$ cat src/rtl/bbox_pkg.sv
// Shared definitions for the bounding-box pipeline: default widths, the box
// record handed from the box finder, and the crop/scale FSM states.
package bbox_pkg;

  localparam int unsigned DEF_COORD_W = 7;
  localparam int unsigned DEF_PIX_W   = 8;

  typedef struct packed {
    logic [DEF_COORD_W-1:0] x_min;
    logic [DEF_COORD_W-1:0] y_min;
    logic [DEF_COORD_W-1:0] x_max;
    logic [DEF_COORD_W-1:0] y_max;
  } bbox_t;

  typedef enum logic [2:0] {
    IDLE,
    DIV_X,
    DIV_Y,
    SCAN,
    FLUSH,
    DONE
  } state_t;

endpackage

$ cat src/rtl/seq_divider.sv
// Restoring unsigned divider, one quotient bit per cycle, W cycles per divide.
// Ports:
//   clk, reset            : rising-edge clock, synchronous active-high reset
//   start                 : one-cycle request; dividend/divisor sampled here
//   dividend, divisor     : W-bit operands
//   quotient, remainder   : results, stable from done until the next start
//   done                  : one-cycle pulse when the results become valid
module seq_divider #(
  parameter int unsigned W = 8
) (
  input  logic         clk,
  input  logic         reset,
  input  logic         start,
  input  logic [W-1:0] dividend,
  input  logic [W-1:0] divisor,
  output logic [W-1:0] quotient,
  output logic [W-1:0] remainder,
  output logic         done
);

  localparam int unsigned CNT_W = $clog2(W);

  logic [W-1:0]     rem, quo, dvs;
  logic [W-1:0]     src_rem, src_quo, src_dvs;
  logic [W-1:0]     rem_next, quo_next;
  logic [W:0]       shifted;
  logic             fits;
  logic             running;
  logic [CNT_W-1:0] cnt;

  // The start cycle already performs the first step straight from the
  // operand inputs, so a full divide occupies exactly W cycles.
  always_comb begin
    src_rem  = start ? '0 : rem;
    src_quo  = start ? dividend : quo;
    src_dvs  = start ? divisor : dvs;
    shifted  = {src_rem, src_quo[W-1]};
    fits     = shifted >= {1'b0, src_dvs};
    rem_next = fits ? W'(shifted - {1'b0, src_dvs}) : shifted[W-1:0];
    quo_next = {src_quo[W-2:0], fits};
  end

  always_ff @(posedge clk) begin
    if (reset) begin
      rem     <= '0;
      quo     <= '0;
      dvs     <= '0;
      cnt     <= '0;
      running <= 1'b0;
      done    <= 1'b0;
    end else begin
      done <= 1'b0;
      if (start) begin
        rem     <= rem_next;
        quo     <= quo_next;
        dvs     <= divisor;
        cnt     <= CNT_W'(W - 1);
        running <= 1'b1;
      end else if (running) begin
        rem <= rem_next;
        quo <= quo_next;
        cnt <= cnt - 1'b1;
        if (cnt == CNT_W'(1)) begin
          running <= 1'b0;
          done    <= 1'b1;
        end
      end
    end
  end

  assign quotient  = quo;
  assign remainder = rem;

endmodule

$ cat src/rtl/bbox_crop_scale.sv
// Crops the source image to an inclusive bounding box and writes an
// OUT_W x OUT_H nearest-neighbour thumbnail to an output RAM.
// Ports:
//   CLOCK_50, reset       : clock, synchronous active-high reset
//   start                 : job request, accepted only in IDLE
//   x_min..y_max          : inclusive box, latched on accepted start
//   src_addr / src_data   : source RAM read port {y, x}, 1-cycle read latency
//   dst_addr/data/we      : thumbnail write port {j, i}
//   busy, done, err       : job status (done/err are levels)
module bbox_crop_scale
  import bbox_pkg::*;
#(
  parameter int unsigned COORD_W = DEF_COORD_W,
  parameter int unsigned PIX_W   = DEF_PIX_W,
  parameter int unsigned OUT_W   = 16,
  parameter int unsigned OUT_H   = 16
) (
  input  logic                            CLOCK_50,
  input  logic                            reset,
  input  logic                            start,
  input  logic [COORD_W-1:0]              x_min,
  input  logic [COORD_W-1:0]              y_min,
  input  logic [COORD_W-1:0]              x_max,
  input  logic [COORD_W-1:0]              y_max,
  output logic [2*COORD_W-1:0]            src_addr,
  input  logic [PIX_W-1:0]                src_data,
  output logic [$clog2(OUT_W*OUT_H)-1:0]  dst_addr,
  output logic [PIX_W-1:0]                dst_data,
  output logic                            dst_we,
  output logic                            busy,
  output logic                            done,
  output logic                            err
);

  localparam int unsigned DW = COORD_W + 1;
  localparam int unsigned IW = $clog2(OUT_W);
  localparam int unsigned JW = $clog2(OUT_H);

  state_t             state, state_next;
  logic [COORD_W-1:0] bx_min, by_min, bx_max, by_max;
  logic [DW-1:0]      w_in, h_box;
  logic               box_ok;
  logic               div_start, div_done;
  logic [DW-1:0]      div_dividend, div_divisor, div_quo, div_rem;
  logic [DW-1:0]      stepx_int, stepy_int;
  logic [IW-1:0]      stepx_frac, i, rx;
  logic [JW-1:0]      stepy_frac, j, ry;
  logic [DW-1:0]      qx, qy;
  logic [IW:0]        rx_sum;
  logic [JW:0]        ry_sum;
  logic               last_col, last_px;
  logic               unused_bits;

  assign w_in   = {1'b0, x_max} - {1'b0, x_min} + DW'(1);
  assign h_box  = {1'b0, by_max} - {1'b0, by_min} + DW'(1);
  assign box_ok = (x_max >= x_min) && (y_max >= y_min);

  // x is divided from the live ports in the start cycle, y from the latched
  // box once x finishes; the divider latches its divisor on start.
  assign div_dividend = (state == IDLE) ? w_in : h_box;
  assign div_divisor  = (state == IDLE) ? DW'(OUT_W) : DW'(OUT_H);

  seq_divider #(.W(DW)) u_div (
    .clk       (CLOCK_50),
    .reset     (reset),
    .start     (div_start),
    .dividend  (div_dividend),
    .divisor   (div_divisor),
    .quotient  (div_quo),
    .remainder (div_rem),
    .done      (div_done)
  );

  // Power-of-two output size: the carry out of the remainder sum is the
  // "rem >= OUT" test and the low bits are already the wrapped remainder.
  assign rx_sum   = {1'b0, rx} + {1'b0, stepx_frac};
  assign ry_sum   = {1'b0, ry} + {1'b0, stepy_frac};
  assign last_col = (i == IW'(OUT_W - 1));
  assign last_px  = last_col && (j == JW'(OUT_H - 1));

  always_ff @(posedge CLOCK_50) begin
    if (reset) state <= IDLE;
    else       state <= state_next;
  end

  always_comb begin
    state_next = state;
    case (state)
      IDLE:    if (start) state_next = box_ok ? DIV_X : DONE;
      DIV_X:   if (div_done) state_next = DIV_Y;
      DIV_Y:   if (div_done) state_next = SCAN;
      SCAN:    if (last_px) state_next = FLUSH;
      FLUSH:   state_next = DONE;
      DONE:    state_next = IDLE;
      default: state_next = IDLE;
    endcase
  end

  always_comb begin
    div_start = 1'b0;
    src_addr  = '0;
    case (state)
      IDLE:  div_start = start && box_ok;
      DIV_X: div_start = div_done;
      SCAN:  src_addr  = {by_min + qy[COORD_W-1:0], bx_min + qx[COORD_W-1:0]};
      default: ;
    endcase
  end

  assign dst_data = dst_we ? src_data : '0;

  always_ff @(posedge CLOCK_50) begin
    if (reset) begin
      busy <= 1'b0;  done <= 1'b0;  err <= 1'b0;
      dst_we <= 1'b0;  dst_addr <= '0;
      bx_min <= '0;  by_min <= '0;  bx_max <= '0;  by_max <= '0;
      stepx_int <= '0;  stepx_frac <= '0;  stepy_int <= '0;  stepy_frac <= '0;
      i <= '0;  j <= '0;  qx <= '0;  rx <= '0;  qy <= '0;  ry <= '0;
    end else begin
      dst_we   <= (state == SCAN);
      dst_addr <= {j, i};
      case (state)
        IDLE: if (start) begin
          bx_min <= x_min;  by_min <= y_min;  bx_max <= x_max;  by_max <= y_max;
          busy <= box_ok;
          done <= !box_ok;
          err  <= !box_ok;
          i <= '0;  j <= '0;  qx <= '0;  rx <= '0;  qy <= '0;  ry <= '0;
        end
        DIV_X: if (div_done) begin
          stepx_int  <= div_quo;
          stepx_frac <= div_rem[IW-1:0];
        end
        DIV_Y: if (div_done) begin
          stepy_int  <= div_quo;
          stepy_frac <= div_rem[JW-1:0];
        end
        SCAN: begin
          if (last_col) begin
            i  <= '0;  qx <= '0;  rx <= '0;
            j  <= j + 1'b1;
            ry <= ry_sum[JW-1:0];
            qy <= qy + stepy_int + DW'(ry_sum[JW]);
          end else begin
            i  <= i + 1'b1;
            rx <= rx_sum[IW-1:0];
            qx <= qx + stepx_int + DW'(rx_sum[IW]);
          end
        end
        FLUSH: begin
          busy <= 1'b0;
          done <= 1'b1;
        end
        default: ;
      endcase
    end
  end

  assign unused_bits = ^{div_rem, qx[DW-1], qy[DW-1]};

endmodule

$ cat config.mk
export PLATFORM = sky130hd
export DESIGN_NAME = bbox_crop_scale
export DESIGN_NICKNAME = d
export VERILOG_FILES = /design/src/rtl/bbox_pkg.sv /design/src/rtl/seq_divider.sv /design/src/rtl/bbox_crop_scale.sv
export SDC_FILE = /design/constraint.sdc
export NUM_CORES = 1
export LEC_CHECK = 0
export ABC_AREA = 1
export CAP_MARGIN = 20
export CELL_PAD_IN_SITES_DETAIL_PLACEMENT = 0
export CELL_PAD_IN_SITES_GLOBAL_PLACEMENT = 2
export CORE_MARGIN = 4
export CORE_UTILIZATION = 33
export DETAILED_ROUTE_END_ITERATION = 6
export GPL_TIMING_DRIVEN = 0
export PLACE_DENSITY = 0.88
export SETUP_SLACK_MARGIN = 0.1
export SYNTH_ARGS = -nofsm -noshare
export SYNTH_HDL_FRONTEND = slang
export SYNTH_SLANG_ARGS = --single-unit
$ cat constraint.sdc
create_clock -name CLOCK_50 -period 3.6 [get_ports CLOCK_50]
set_clock_uncertainty 0.05 [all_clocks]
set_input_delay 0.36 -clock CLOCK_50 [delete_from_list [all_inputs] [get_ports CLOCK_50]]
set_output_delay 0.36 -clock CLOCK_50 [all_outputs]
set_load 0.05 [all_outputs]
==> results.md <==
* Gpl congestion at 0.813
* Place WS at -0.867 ns
* Die area at 24000 um2
* Crit Path Max Fanout at 5
* Critical path type: in -> reg
* Worst-path cell chain: clkdlybuf4s50_1 > inv_2 > ha_4 > inv_1 > fa_2 > inv_2 > nand4_1 > nand3_1 > nand2_1 > nand3_1 > nand3_2 > nand2_2 > inv_2 > ha_4 > fa_2 > nand3b_1 > nand2_2 > a21oi_2 > o21bai_1 > xnor2_1 > nand2_1 > nand2_1 > a21oi_1
* Buffers on Ports at 72
* Post-place instance area at slightly above 8000 um2
* Synthesized instance count at 965
* Worst reg-to-reg setup slack at 0.30 ns
* Number of global-route vias before repair at 6103
* Die Y at 155 um
* Beginning of the worst hold path: x_min[3]
* TritonCTS Buffers at 17
* Status: completed
* Sw Share at 39.3%
* Worst path slowest cell: clkdlybuf4s50_1
* Initial DRC count at 324
* Cells after DPL at about 1300
* Clk network pwr share at 30.1%
* Comb power frac at 41.7%
* Overall power at between 0.005 and 0.006 W
* Tmin final at 3.33 ns
* Overflow after GRT at 0
* Final antenna-violating net count at 0
* Layout cell share with drive strength beyond 1 at between 10% and 20%
* Core area at ~21000 um2
* Hold Fails Final Rpt at 0
* Delay-heaviest family, CP: adder cells
* Non-filler cells, final at 1360
* Syn avg cell area at roughly 7.4 um2
* CP Data Arrival Time at 3.59 ns
* Area grow syn2layout at 30.2%
* Worst-path clk slew at 0.06 ns
* Register area share after synthesis at 32.9%
* CTS tree: done
* Worst Path Required at 3.86 ns
* Skew-Pair Late Insertion Delay at 0.43 ns
* Total GRT Usage at 16.7%
* Crit. Startpoint: x_min[2]
* CTS max path bufs at 2
* Worst Slack Setup Final at roughly 0.27 ns
* Number of synthesis warnings at 0
* 1st-pass router iterations at 5
* Pwr Density at 615 nW/um2
* Slew margin rel. at a little over half
* Proportion of netlist area held by the largest area contributor at 32.9%
* Sequential Power Share at approximately 28%
* Antenna violations before repair at 0
* CTS Hold Bufs at 0
* Slew Limit Fails at 0
* I/O Pins at 73
* Leakage Power at 4.23 nW
* Async SR Flop Fraction at 0%
* Hpwl dp at 15600 um
* Int Pwr at 0.00346 W
* Unrepaired setup endpoints after global routing: no
* Setup crit end kind: register
* HP Class: in -> reg
* DR vias at 6363
* Final Instance Area at 9270 um2
* Leading post-synthesis cells by cell area: dfxtp_1 (33%), ha_1 (14%), nand2_1 (9.0%)
* H-tree depth at 4
* Hold WS at 0.325 ns
* P_sw at 0.00224 W
* Nets at 1201
* Worst Path Buf+Inv at 5
* Max Clk Rate at 300 MHz
* Die outline width at approximately 150 um
* Filler instances at 2187
* Largest net degree at the start of global routing at 17
* # setup viols final at 0
* First-pass GRT wire length at 31600 um
* Netlist cell types at between 40 and 50
* Max IR drop VDD at approximately 0.29 mV
* Drt drc at 0
* Top_reg_cell synth: dfxtp_1
* Clock Tree Root: clkbuf_16
* Post-Syn Area at 7120 um2
* Row cnt at 53
* Reg2reg start: by_min[3]$_SDFFE_PP0P_
* FF+latch count, synth at around 120
* Mean number of vias per cell at 4.68
* Largest stage delay, worst path at 0.48 ns
* Worst-margin pin slew at 0.719 ns
* Drt wl/cell at 14.6 um
* Syn Nets at ~1100
* Period utilisation layout at 92.5%
* Final wirelength at 19900 um
* Critical path launch point type: input port
* Initial Utilization at about 34%
* Total number of clock tree sinks at ~120
* Max Cap Violations at 0
* Largest area contributor in the netlist: dfxtp_1
* Antenna cell count at 0
* Post-synth EDFFs at 0
## cells by family after synthesis
| family | count (synthesis) | synth area share [%] |
|---|---|---|
| simple gates | 328 | 20.0 |
| compound gates | 224 | 16.9 |
| buf+inv | 187 | 10.7 |
| flops | 117 | 32.9 |
| fa+ha+maj | 90 | 17.2 |
| xor+xnor | 19 | 2.34 |
## flip-flops by register name (all words and copies together) (netlist names), 7 cells and up
name,cells
dst_addr,8
by_max,7
u_div.quotient,8
bx_min,7
stepx_int,7
stepy_int,7
qy,7
u_div.dvs,8
u_div.remainder,8
qx,7
by_min,7
## layout by cell type (no fill, tap or decap), types with 7 or more instances in the layout
cell | Yosys | layout
a21oi_1 | 106 | 102
a31oi_1 | 8 | 8
buf_4 | 1 | 15
clkbuf_1 | 18 | 19
clkbuf_16 | 0 | 18
clkdlybuf4s50_1 | 0 | 66
dfxtp_1 | 117 | 112
fa_1 | 13 | 10
ha_1 | 77 | 61
ha_4 | 0 | 14
inv_1 | 152 | 138
inv_2 | 3 | 17
nand2_1 | 170 | 163
nand2_2 | 1 | 7
nand2_4 | 5 | 7
nand3_1 | 37 | 29
nand3_2 | 1 | 8
nor2_1 | 89 | 82
nor2_2 | 2 | 8
o21ai_0 | 83 | 83
xor2_1 | 16 | 16
## cell type report
type	count	area [um2]	share of cell area, %
inverters	159	614	6.63
clock inverters	12	145	1.57
multi-input cells	662	4340	46.8
clock buffers	20	457	4.93
plain buffers	28	165	1.78
repair buffers	87	851	9.18
flip-flops and latches	117	2350	25.4
well taps	275	344	3.71
## metal layers
layer / share of wire [%] / track usage (%)
met1: 50 / 23.1
met5: 0 / 0
met4: 1.2 / 4.84
met3: 3.0 / 3.20
met2: 46 / 26.4
## synthesized netlist by cell type (2+ instances only)
cell type,count
buf_2,2
nand2_1,170
nand4_1,2
ha_1,77
buf_1,2
o32ai_1,2
inv_4,2
clkbuf_1,18
nand2_4,5
o21bai_1,2
o21ai_0,83
nor3_1,6
o21ai_2,2
a32o_1,3
nand3_1,37
or2_2,4
inv_1,152
inv_2,3
o21ai_1,5
o22ai_1,3
buf_8,2
a21oi_1,106
buf_6,3
xnor2_1,3
nor2_4,3
a21o_1,2
dfxtp_1,117
and2_1,2
nor2_2,2
nand3b_1,4
xor2_1,16
nor2_1,89
a31oi_1,8
fa_1,13
## worst paths after layout
check                                                       end  cells after the start
worst max-delay path            u_div.remainder[6]$_SDFFE_PP0P_                     23
worst min-delay path                     bx_min[3]$_SDFFE_PP0P_                      4
worst max register to register  u_div.remainder[6]$_SDFFE_PP0P_                     22
worst min register to register          u_div.dvs[0]$_SDFF_PP0_                      2
## stage by stage
stage	utilization [%]	setup TNS (ns)
after floorplan	-	0
after global placement	38.7	-7.23
after detailed placement	38.7	-7.36
after CTS	42.2	0
after global routing	43.8	0
final	43.8	0
## power groups by stage
stage | combinational, W | sequential (W) | clock [W]
after floorplan | 0.00146 | 0.00162 | 0
after global placement | 0.00202 | 0.00163 | 0
after detailed placement | 0.00201 | 0.00163 | 0
after CTS | 0.00214 | 0.00161 | 0.00174
after global routing | 0.00266 | 0.00163 | 0.00182
final | 0.00238 | 0.00161 | 0.00172
## tightest hold or removal path: stages
cell	delay, ns
dlymetal6s2s_1	0.13
inv_2	0.07
buf_4	0.13
a21oi_1	0.06
## what timing repair did
item | in CTS | in global routing
buffers inserted | 4 | 10
setup endpoints to repair | 11 | 10
endpoints found under the hold margin | 0 | 0
gates resized for setup | 31 | 55
gates cloned | 1 | 1
pin swaps | 8 | 26
Note: power is estimated with default switching activity, not from simulation.
